==> config.mk <==
export PLATFORM = sky130hd
export DESIGN_NAME = bcd_count_ctrl
export DESIGN_NICKNAME = d
export VERILOG_FILES = /design/src/rtl/bcd_count_ctrl.sv
export SDC_FILE = /design/constraint.sdc
export NUM_CORES = 1
export LEC_CHECK = 0
export CORE_MARGIN = 10
export CORE_UTILIZATION = 40
export DETAILED_ROUTE_END_ITERATION = 16
export GPL_TIMING_DRIVEN = 1
export PLACE_DENSITY = 0.76
export SETUP_SLACK_MARGIN = 0.4
export SLEW_MARGIN = 20
export SYNTH_ARGS = -nofsm -noshare
export SYNTH_HDL_FRONTEND = slang
export SYNTH_SLANG_ARGS = --single-unit
==> constraint.sdc <==
create_clock -name clk -period 1.75 [get_ports clk]
set_input_delay 0.35 -clock clk [delete_from_list [all_inputs] [get_ports clk]]
set_output_delay 0.35 -clock clk [all_outputs]
set_load 0.05 [all_outputs]
==> src/rtl/bcd_count_ctrl.sv <==
// Run/pause/stop controller around a cascaded BCD counter.
// Steps are paced by an internal prescaler; a target match latches DONE.
module bcd_count_ctrl #(
  parameter int DIGITS   = 3,
  parameter int PRESCALE = 4
) (
  input  logic                clk,
  input  logic                reset,
  input  logic                start,
  input  logic                stop,
  input  logic                clear,
  input  logic [4*DIGITS-1:0] target,
  output logic [4*DIGITS-1:0] count,
  output logic [1:0]          state,
  output logic                busy,
  output logic                step,
  output logic                wrap,
  output logic                done
);

  localparam int W  = 4 * DIGITS;
  localparam int PW = (PRESCALE > 1) ? $clog2(PRESCALE) : 1;
  localparam logic [PW-1:0] PRE_MAX = PW'(PRESCALE - 1);

  localparam logic [1:0] S_IDLE  = 2'b00;
  localparam logic [1:0] S_RUN   = 2'b01;
  localparam logic [1:0] S_PAUSE = 2'b10;
  localparam logic [1:0] S_DONE  = 2'b11;

  logic [1:0]    state_q, state_d;
  logic [W-1:0]  cnt_q, cnt_d;
  logic [PW-1:0] pre_q, pre_d;
  logic          step_q, step_d;
  logic          wrap_q, wrap_d;

  logic [W-1:0]  inc;
  logic          carry;
  logic          all9;
  logic          tick;

  // Ripple-carry decade increment; all9 flags the rollover case.
  always_comb begin
    inc   = cnt_q;
    carry = 1'b1;
    all9  = 1'b1;
    for (int i = 0; i < DIGITS; i++) begin
      if (cnt_q[4*i +: 4] != 4'd9) begin
        all9 = 1'b0;
      end
      if (carry) begin
        if (cnt_q[4*i +: 4] == 4'd9) begin
          inc[4*i +: 4] = 4'd0;
        end else begin
          inc[4*i +: 4] = cnt_q[4*i +: 4] + 4'd1;
          carry = 1'b0;
        end
      end
    end
  end

  assign tick = (pre_q == PRE_MAX);

  always_comb begin
    state_d = state_q;
    cnt_d   = cnt_q;
    pre_d   = pre_q;
    step_d  = 1'b0;
    wrap_d  = 1'b0;
    unique case (state_q)
      S_IDLE: begin
        cnt_d = '0;
        pre_d = '0;
        if (!clear && start) begin
          state_d = S_RUN;
        end
      end
      S_RUN: begin
        if (clear) begin
          state_d = S_IDLE;
          cnt_d   = '0;
          pre_d   = '0;
        end else if (stop) begin
          state_d = S_PAUSE;
        end else if (tick) begin
          pre_d  = '0;
          cnt_d  = inc;
          step_d = 1'b1;
          wrap_d = all9;
          // Invalid target digits can never equal a BCD value.
          if (inc == target) begin
            state_d = S_DONE;
          end
        end else begin
          pre_d = pre_q + PW'(1);
        end
      end
      S_PAUSE: begin
        if (clear) begin
          state_d = S_IDLE;
          cnt_d   = '0;
          pre_d   = '0;
        end else if (!stop && start) begin
          state_d = S_RUN;
        end
      end
      S_DONE: begin
        if (clear) begin
          state_d = S_IDLE;
          cnt_d   = '0;
          pre_d   = '0;
        end
      end
      default: begin
        state_d = S_IDLE;
      end
    endcase
  end

  always_ff @(posedge clk or posedge reset) begin
    if (reset) begin
      state_q <= S_IDLE;
      cnt_q   <= '0;
      pre_q   <= '0;
      step_q  <= 1'b0;
      wrap_q  <= 1'b0;
    end else begin
      state_q <= state_d;
      cnt_q   <= cnt_d;
      pre_q   <= pre_d;
      step_q  <= step_d;
      wrap_q  <= wrap_d;
    end
  end

  assign count = cnt_q;
  assign state = state_q;
  assign busy  = (state_q == S_RUN);
  assign done  = (state_q == S_DONE);
  assign step  = step_q;
  assign wrap  = wrap_q;

endmodule

# Yosys cells after proc, flatten, opt, wreduce, memory -nomap -nowiden
# Cells that the tools add are included.
[op_classes]
n_addsub = 4
n_mul = 0
n_div = 0
n_lt_le_gt_ge = 0
eq_ne = 19
shifts = 0
n_mux = 37
bitwise_logic = 0
reduce_logical = 9
[op_table]
columns = ["cell", "count"]
rows = [
  ["two-way mux 12 bit", 4],
  ["case mux 12 bit (3 select lines)", 1],
  ["two-way mux 2 bit", 11],
  ["two-way mux 4 bit", 5],
  ["two-way mux 1 bit", 14],
  ["adder 4 x 1 -> 4 bit (second input constant)", 3],
  ["== test 12 bit", 1],
  ["== test 4 bit (second input constant)", 3],
  ["inequality test 4 bit (second input constant)", 3],
  ["inequality test 4 x 3 -> 1 bit (second input constant)", 2],
  ["case mux 2 bit (4 select lines)", 1],
  ["== test 2 bit (second input constant)", 3],
  ["inequality test 3 bit (second input constant)", 2],
  ["case mux 2 bit (3 select lines)", 1],
  ["AND reduction 5 bit", 1],
  ["inequality test 2 bit (second input constant)", 2],
  ["inequality test 3 x 2 -> 1 bit (second input constant)", 1],
  ["AND reduction 3 bit", 1],
  ["adder 2 x 1 -> 2 bit (second input constant)", 1],
  ["== test 2 x 1 -> 1 bit (second input constant)", 1],
  ["logical AND 1 bit", 2],
  ["zero test 1 bit", 2],
  ["zero test 2 bit", 1],
  ["inequality test 2 x 1 -> 1 bit (second input constant)", 1],
  ["other kinds (2)", 2],
]
[totals]
register_bits = 18
latch_bits = 0
mem_bits_rw = 0
romBits = 0
out_inout_bits = 18
word_cells = 74
n_memories = 0

# Logic depth before layout (Yosys ltp)
# Gate-level depths: netlist (run 1).
[depth]
depth_word = 10
mapped_depth = 9
depth_no_buf = 8

# Least setup slack after synthesis (run 1)
# Ideal clock, no wire load.
[synth_path]
path_type = "register to register"
start = "register state_q[0] (netlist: state[0])"
end = "register cnt_q[4] (netlist: count[4])"
arrival_ns = 2.088
required_ns = 1.639
path_slack_ns = -0.449
stages_incl_launch_ff = 6
path_buffers = 1
path_cell_list = "dfrtp_1 -> and2b_1 -> nor2b_1 -> nand3b_1 -> buf_2 -> o41ai_1"
[synth_via]
elab_cells_between_ends = 10
[synth_lines]
columns = ["element", "line_no", "source"]
rows = [
  ["start: declaration", "30", "logic [1:0] state_q, state_d;"],
  ["start signal: assignment", "127", "state_q <= state_d;"],
  ["== test 2 x 1 -> 1 bit (*)", "n/a", ""],
  ["via busy", "15", "output logic busy,"],
  ["inequality test 3 x 2 -> 1 bit (no line) / inequality test 3 bit (equally long branches)", "n/a", ""],
  ["AND reduction 3 bit (no line)", "n/a", ""],
  ["end signal: assignment", "128", "cnt_q <= cnt_d;"],
  ["end: declaration", "31", "logic [W-1:0] cnt_q, cnt_d;"],
]
# Mark *: on every way through the listed nets, which the timed path passes. The rest lies on a longest branch.
# A chain may end at the register's enable or synchronous reset.

# Worst setup path in the final report (run 1)
[layout_path]
start = "register cnt_q[5] (netlist: count[5])"
end = "register state_q[1] (netlist: state[1])"
[layout_via]
elab_chain_cells = 7
elab_cells_between_ends = 10
[layout_lines]
columns = ["element", "line_no", "source"]
rows = [
  ["branches (longest 4 deep; another with adder 4 x 1 -> 4 bit)", "n/a", ""],
  ["== test 12 bit (*)", "90", "if (inc == target) begin"],
  ["inequality test 4 x 3 -> 1 bit (no line) (*)", "n/a", ""],
  ["AND reduction 5 bit (no line) (*)", "n/a", ""],
]
# Mark *: on every way between the ends.

==> results by group, run 1 <==
Place
  • GPL Wtd Cong: 0.904
  • Post-DP Area: 2050 um^2
  • Setup WS pre-CTS: -0.243 ns
  • # port buffers: 34
  • Detailed placement HPWL: 3280 um

Clock tree
  • Clk slew on worst S/H paths: 0.10 ns
  • Skew-Pair Late Insertion Delay: 0.28 ns
  • Hold_buf cts: 0
  • Root buffer cell: clkbuf_4
  • # clock sinks: 18
  • TritonCTS clock tree: done
  • CTS Buffer Depth: 2
  • H-tree depth: 1
  • CTS Buf Count: 3

Finish
  • Share of cells above drive strength 1: 50.6%
  • Fin area: 2590 um^2
  • Area grow syn2layout: 85.5%
  • Post-layout util: 77.1%
  • Antenna Cells: 0
  • Final nets: 271

Logic synthesis
  • Synth top area share: 32.2%
  • Flops & latches, synth: 18
  • Mapped Cells: 162
  • Sequential-to-total area share from yosys stat: 32.2%
  • Cell variety after synth: 51
  • Synth area leader: dfrtp_1
  • Mean Syn Cell Area: 8.63 um^2
  • Mapped Nets: 184
  • Post-synth EDFFs: 0
  • Yosys warns: 0
  • Ys async rst share: 100%
  • Mapped cell area: 1400 um^2
  • Post-synth top flop: dfrtp_1
  • Main area contributors after synthesis: dfrtp_1 (32%), o21ai_0 (5.0%), ha_1 (4.5%), xor2_1 (4.4%), a21oi_1 (3.6%)

Timing
  • Worst Clk Skew: 0.00430 ns
  • Minimum clock period: 1.89 ns
  • Fmax achieved: 530 MHz
  • Final Max Tran Viols: 0
  • Setup ws final: -0.136 ns
  • Setup-failing EPs final: 1
  • Final hold viol count: 0
  • Setup TNS: -0.136 ns
  • Slew @ Worst Pin: 0.370 ns
  • Max_slew headroom: 75.1%
  • Final worst path period share: 108%
  • RSZ-0062 raised after global routing: true

Pwr
  • Power Total: 0.000852 W
  • PD cells: 329 nW/um^2
  • Maximum vdd drop: 245 uV
  • LEAKAGE: 1.15 nW

GRT
  • Largest net degree at the start of global routing: 19
  • Tot GR Track Use: 14.9%
  • Antenna violations before repair: 0
  • Vias in the first global route: 1667
  • Overflow after GRT: 0
  • First-pass GRT wire length: 7730 um

Route
  • Drt drc: 0
  • Vias per cell: 5.59
  • Router iterations before antenna repair: 4
  • Via count: 1638
  • Final ANT Viol Nets: 0
  • WL/cell: 17.5 um
  • Iter 0 DRT Violations: 116
  • Total wire length: 5130 um

Setup path
  • Crit end category: register
  • Critical path launch point type: register
  • Critical-path cell list: inv_2 > ha_4 > nand3b_1 > or4_4 > a21boi_1 > xor2_1 > nand4_1 > o21ai_1
  • Reg2reg start: count[5]$_DFFE_PP0P_
  • CP Data Arrival Time: 2.10 ns
  • Max stage delay on crit path: 0.50 ns
  • Worst EP required: 1.97 ns
  • Setup Crit Path Kind: reg2reg
  • CP startpoint: count[5]$_DFFE_PP0P_
  • Crit-path max FO: 3
  • Slowest cell on the critical path: or4_4

Floorplan
  • Cell row count: 21
  • Die Wd: 79.1 um
  • I/O pin count: 35
  • Die Footprint: 6260 um^2
  • Core Region: 3360 um^2
  • Initial Util: 41.6%
  • Die H: 79.1 um

Status
  • Outcome: finished, violations left
  • Failing checks: setup timing

Worst hold path
  • Min-Delay Path Class: in2async

Run
  • Max_cap viols: 0
[power breakdown]
part	total [W]	leakage [nW]	switching [W]	internal (W)
logic	0.000224	0.900	0.000102	0.000121
clock network	0.000203	0.0138	0.000123	0.0000798
registers	0.000425	0.232	0.00000507	0.000420
[per-layer routing]
metal / routed length (um) / up-vias / global-route usage (%)
li1: - / 773 / -
met1: 2020 / 807 / 17.2
met2: 2770 / 48 / 26.6
met3: 242 / 10 / 2.93
met4: 104 / 0 / 5.20
met5: 0 / - / 0
[cells in the final DEF (no fill, tap or decap), types with 6 or more instances in the layout]
master / n
buf_4: 35
buf_6: 24
clkdlybuf4s50_1: 15
dfrtp_2: 11
buf_8: 10
nor2_1: 9
nand2_1: 8
o21ai_1: 8
xor2_1: 7
dfrtp_1: 7
nand3_1: 6
o21ai_0: 6
[cell type report]
type,instances,area (um^2)
clock buffers,3,22.5
well taps,46,57.6
repair buffers,90,942
multi-input cells,129,1070
flip-flops and latches,18,464
inverters,7,31.3
fillers,230,771
[worst paths after layout]
check	endpoint	slack (ns)	cells after the start
worst min register to register	pre_q[1]$_DFFE_PP0P_	0.61	2
max in group asynchronous	count[8]$_DFFE_PP0P_	1.14	3
min in group clk	state[0]$_DFFE_PP0P_	0.60	4
worst min-delay path	count[6]$_DFFE_PP0P_	0.38	3
worst max-delay path	state[1]$_DFFE_PP0P_	-0.14	8
worst max register to register	state[1]$_DFFE_PP0P_	-0.14	8
[synth_stat cells, types with 4 or more instances]
| library cell | number |
|---|---|
| nand2b_1 | 5 |
| nand3_1 | 7 |
| inv_1 | 7 |
| dfrtp_1 | 18 |
| ha_1 | 5 |
| o21ai_0 | 14 |
| nor2_1 | 12 |
| o21ai_1 | 4 |
| nand2_1 | 10 |
| nor2b_1 | 4 |
| a21oi_1 | 10 |
| xnor2_1 | 4 |
| xor2_1 | 7 |
[worst max-delay path: cells and delay by family, from the launching register on]
family / cells / cell delay [ns]
AOI/OAI and AO/OA: 2 / 0.31
xor gates and xnor gates: 1 / 0.14
adders and majority gates: 1 / 0.13
buffers and inverters: 1 / 0.07
DFF: 1 / 0.43
and+or+nand+nor: 3 / 0.75
[state kept, by name (all words and copies together) (netlist names)]
| signal | flops |
|---|---|
| count | 12 |
| state | 2 |
| wrap | 1 |
| pre_q | 2 |
| step | 1 |
[per-stage QoR]
step | hold WS [ns] | std cells
floorplan | 0.288 | 162
global placement | 0.514 | 267
detailed placement | 0.526 | 267
CTS | 0.384 | 283
global route | 0.395 | 293
finish | 0.380 | 293
[kinds of logic (layout without fill, tap and decap cells)]
family          count (synthesis)  count (layout)  share of synthesized area [%]
compound gates                 50              50                           22.7
xor+xnor                       11              11                           6.89
fa+ha+maj                       5               5                           4.48
buf+inv                        15             100                           5.64
flops                          18              18                           32.2
mux                             2               2                           1.43
simple gates                   61              61                           26.6
[repair_timing]
item | 4_1_cts | 5_1_grt
setup buffers | 12 | 10
gates resized for setup | 62 | 25
pin swaps | 10 | 12
setup endpoints to repair | 27 | 28
cloned | 1 | 0
(Power assumes the default switching activity.)
==> inputs of run 2 (changes only) <==
--- a/config.mk
+++ b/config.mk
@@ -9,7 +9,7 @@
 export CORE_UTILIZATION = 40
 export DETAILED_ROUTE_END_ITERATION = 16
 export GPL_TIMING_DRIVEN = 1
-export PLACE_DENSITY = 0.76
+export PLACE_DENSITY = 0.73
 export SETUP_SLACK_MARGIN = 0.4
 export SLEW_MARGIN = 20
 export SYNTH_ARGS = -nofsm -noshare
==> constraint.sdc (replaced) <==
create_clock -name clk -period 2.1 [get_ports clk]
set_input_delay 0.42 -clock clk [delete_from_list [all_inputs] [get_ports clk]]
set_output_delay 0.42 -clock clk [all_outputs]
set_load 0.05 [all_outputs]
==> run 2 against run 1 <==
Against the previous run: the run now ends clean; first-iteration DRC count is 19% lower; clock power is 9.9% higher; count of clock-buffer cells in the layout is 1 higher; critical path depth stayed put; highest routed layer unchanged.
==> results by group, run 2 (same netlist as run 1, synthesis figures left out) <==
Setup path
  • Crit end category: register (unchanged)
  • Worst EP required: 2.33 ns (was 1.97 ns)
  • RR Endpoint: state[1]$_DFFE_PP0P_ (unchanged)
  • Reg2reg start: count[5]$_DFFE_PP0P_ (unchanged)
  • Register-to-register setup slack: 0.23 ns (was -0.14 ns)
  • CP Data Arrival Time: 2.10 ns (about the same)
  • Worst-case reg-to-reg path depth: 8 (unchanged)
  • Critical path launch point type: register (unchanged)
  • CP endpoint: state[1]$_DFFE_PP0P_ (unchanged)
  • Setup Crit Path Kind: reg2reg (unchanged)
  • Crit-path max FO: 4 (was 3)
  • CP startpoint: count[5]$_DFFE_PP0P_ (unchanged)

Route
  • Router iterations before antenna repair: 4 (unchanged)
  • Iter 0 DRT Violations: 94 (was 116)
  • WL/cell: 16.4 um (was 17.5 um)
  • Vias per cell: 5.61 (was 5.59)
  • Drt drc: 0 (unchanged)
  • Via count: 1436 (was 1638)
  • Final ANT Viol Nets: 0 (unchanged)
  • Total wire length: 4190 um (was 5130 um)

Clock tree
  • H-tree depth: 1 (unchanged)
  • CTS Buffer Depth: 2 (unchanged)
  • Skew-Pair Late Insertion Delay: 0.30 ns (was 0.28 ns)
  • TritonCTS clock tree: done (unchanged)
  • Hold_buf cts: 0 (unchanged)
  • # clock sinks: 18 (unchanged)
  • Root buffer cell: clkbuf_4 (unchanged)
  • CTS Buf Count: 3 (unchanged)
  • Clk slew on worst S/H paths: 0.11 ns (was 0.10 ns)

GRT
  • Overflow after GRT: 0 (unchanged)
  • Vias in the first global route: 1419 (was 1667)
  • Largest net degree at the start of global routing: 19 (unchanged)
  • Antenna violations before repair: 0 (unchanged)
  • First-pass GRT wire length: 6870 um (was 7730 um)
  • Tot GR Track Use: 13.3% (was 14.9%)

Finish
  • Most frequent cells in the layout: buf_4 (21), clkdlybuf4s50_1 (15) (was buf_4 (35), buf_6 (24), clkdlybuf4s50_1 (15), dfrtp_2 (11), buf_8 (10))
  • Post-route insts no fill: 256 (was 293)
  • Max reg flops: 12 (unchanged)
  • Area grow syn2layout: 41.2% (was 85.5%)
  • Antenna Cells: 0 (unchanged)
  • Share of cells above drive strength 1: 31.9% (was 50.6%)
  • Commonest non-fill, non-tap cell in the layout: buf_4 (unchanged)
  • Final nets: 233 (was 271)

Place
  • GPL Wtd Cong: 0.924 (was 0.904)
  • # port buffers: 34 (unchanged)
  • Detailed placement HPWL: 3150 um (was 3280 um)
  • Cell count after placement: 249 (was 267)

Pwr
  • Net Sw Power: 0.000188 W (was 0.000231 W)
  • Comb power frac: 18.1% (was 26.3%)
  • Sw Ratio: 26.6% (was 27.1%)
  • Maximum vdd drop: 178 uV (was 245 uV)
  • PD cells: 358 nW/um^2 (was 329 nW/um^2)
  • LEAKAGE: 0.815 nW (was 1.15 nW)
  • Cell internal pwr: 0.000518 W (was 0.000622 W)
  • Clock power frac: 31.5% (was 23.8%)
  • Share of power burned in registers: 50.3% (was 49.9%)

Floorplan
  • Core Region: 3360 um^2 (unchanged)
  • Initial Util: 41.6% (unchanged)
  • Die Wd: 79.1 um (unchanged)
  • I/O pin count: 35 (unchanged)
  • Cell row count: 21 (unchanged)
  • Die Footprint: 6260 um^2 (unchanged)
  • Die H: 79.1 um (unchanged)

Timing
  • Fmax achieved: 533 MHz (was 530 MHz)
  • Setup TNS: 0 ns (was -0.136 ns)
  • Final hold viol count: 0 (unchanged)
  • Final worst path period share: 89.3% (was 108%)
  • Minimum clock period: 1.87 ns (was 1.89 ns)
  • Slew @ Worst Pin: 0.491 ns (was 0.370 ns)
  • Final Max Tran Viols: 0 (unchanged)
  • RSZ-0062 raised after global routing: true (unchanged)
  • Setup-failing EPs final: 0 (was 1)
  • Worst Clk Skew: 0.00315 ns (was 0.00430 ns)
  • Max_slew headroom: 67.4% (was 75.1%)

Run
  • Max_cap viols: 0 (unchanged)

Worst hold path
  • Min-Delay Path Class: in2reg (was in2async)

Status
  • Outcome: completed (was finished, violations left)
-- run 2: cell types whose count changed in the layout (fill, tap and decap cells not counted), sizes merged --
cell / before / now
buf: 74 / 24
clkbuf: 3 / 7
clkdlybuf4s15: 0 / 6
dlygate4sd2: 1 / 3
dlymetal6s2s: 0 / 1
-- run 2: per-stage QoR --
step / util (%) / hold slack [ns] / total power (W) / setup slack, ns / area (um^2)
after floorplan: - / 0.358 / 0.000424 / 0.124 / 1450
final: 58.7 / 0.411 / 0.000707 / 0.225 / 1970
after CTS: 59.4 / 0.435 / 0.000713 / 0.238 / 2000
after global routing: 58.7 / 0.442 / 0.000731 / 0.139 / 1970
after detailed placement: 56.5 / 0.551 / 0.000493 / -0.0401 / 1900
after global placement: 56.5 / 0.516 / 0.000490 / 0.0495 / 1900
-- run 2: critical path: stages (launching register included) --
cell      delay (ns)
dfrtp_2         0.43
inv_2           0.07
ha_4            0.14
nand3b_1        0.10
or4_1           0.49
a21boi_2        0.18
xor2_1          0.13
nand4_1         0.13
o21ai_1         0.15
-- run 2: what timing repair did --
action	in CTS	in global routing
buffers inserted	3	0
pin swaps	2	1
resized for setup	42	9
setup endpoints to repair	18	12
-- run 2: power by group through the flow --
stage | clock network [W] | logic, W | registers [W]
final | 0.000223 | 0.000128 | 0.000356
after global placement | 0 | 0.000128 | 0.000362
after CTS | 0.000227 | 0.000130 | 0.000356
after floorplan | 0 | 0.0000537 | 0.000371
after detailed placement | 0 | 0.000131 | 0.000363
after global routing | 0.000235 | 0.000139 | 0.000357
-- run 2: how the worst min path moves through the flow --
stage / from / endpoint / depth (start not counted)
CTS: reset / count[3]$_DFFE_PP0P_ / 3
global placement: pre_q[1]$_DFFE_PP0P_ / pre_q[1]$_DFFE_PP0P_ / 2
detailed placement: pre_q[1]$_DFFE_PP0P_ / pre_q[1]$_DFFE_PP0P_ / 2
global route: stop / state[0]$_DFFE_PP0P_ / 2
finish: stop / state[0]$_DFFE_PP0P_ / 2
floorplan: reset / count[0]$_DFFE_PP0P_ / 1
-- run 2: routing by layer --
metal,vias up,wire length (um),GRT usage [%]
li1,689,-,-
met1,702,1690,14.9
met2,39,2230,24.1
met3,6,182,2.03
met4,0,86,5.91
met5,-,0,0
-- run 2: final cells by class --
cell class / count / area, um^2
Clock buffer: 4 / 36.3
Fill cell: 315 / 1390
Inverter: 7 / 26.3
Multi-Input combinational cell: 129 / 931
Sequential cell: 18 / 463
Tap cell: 46 / 57.6
Timing Repair Buffer: 52 / 459
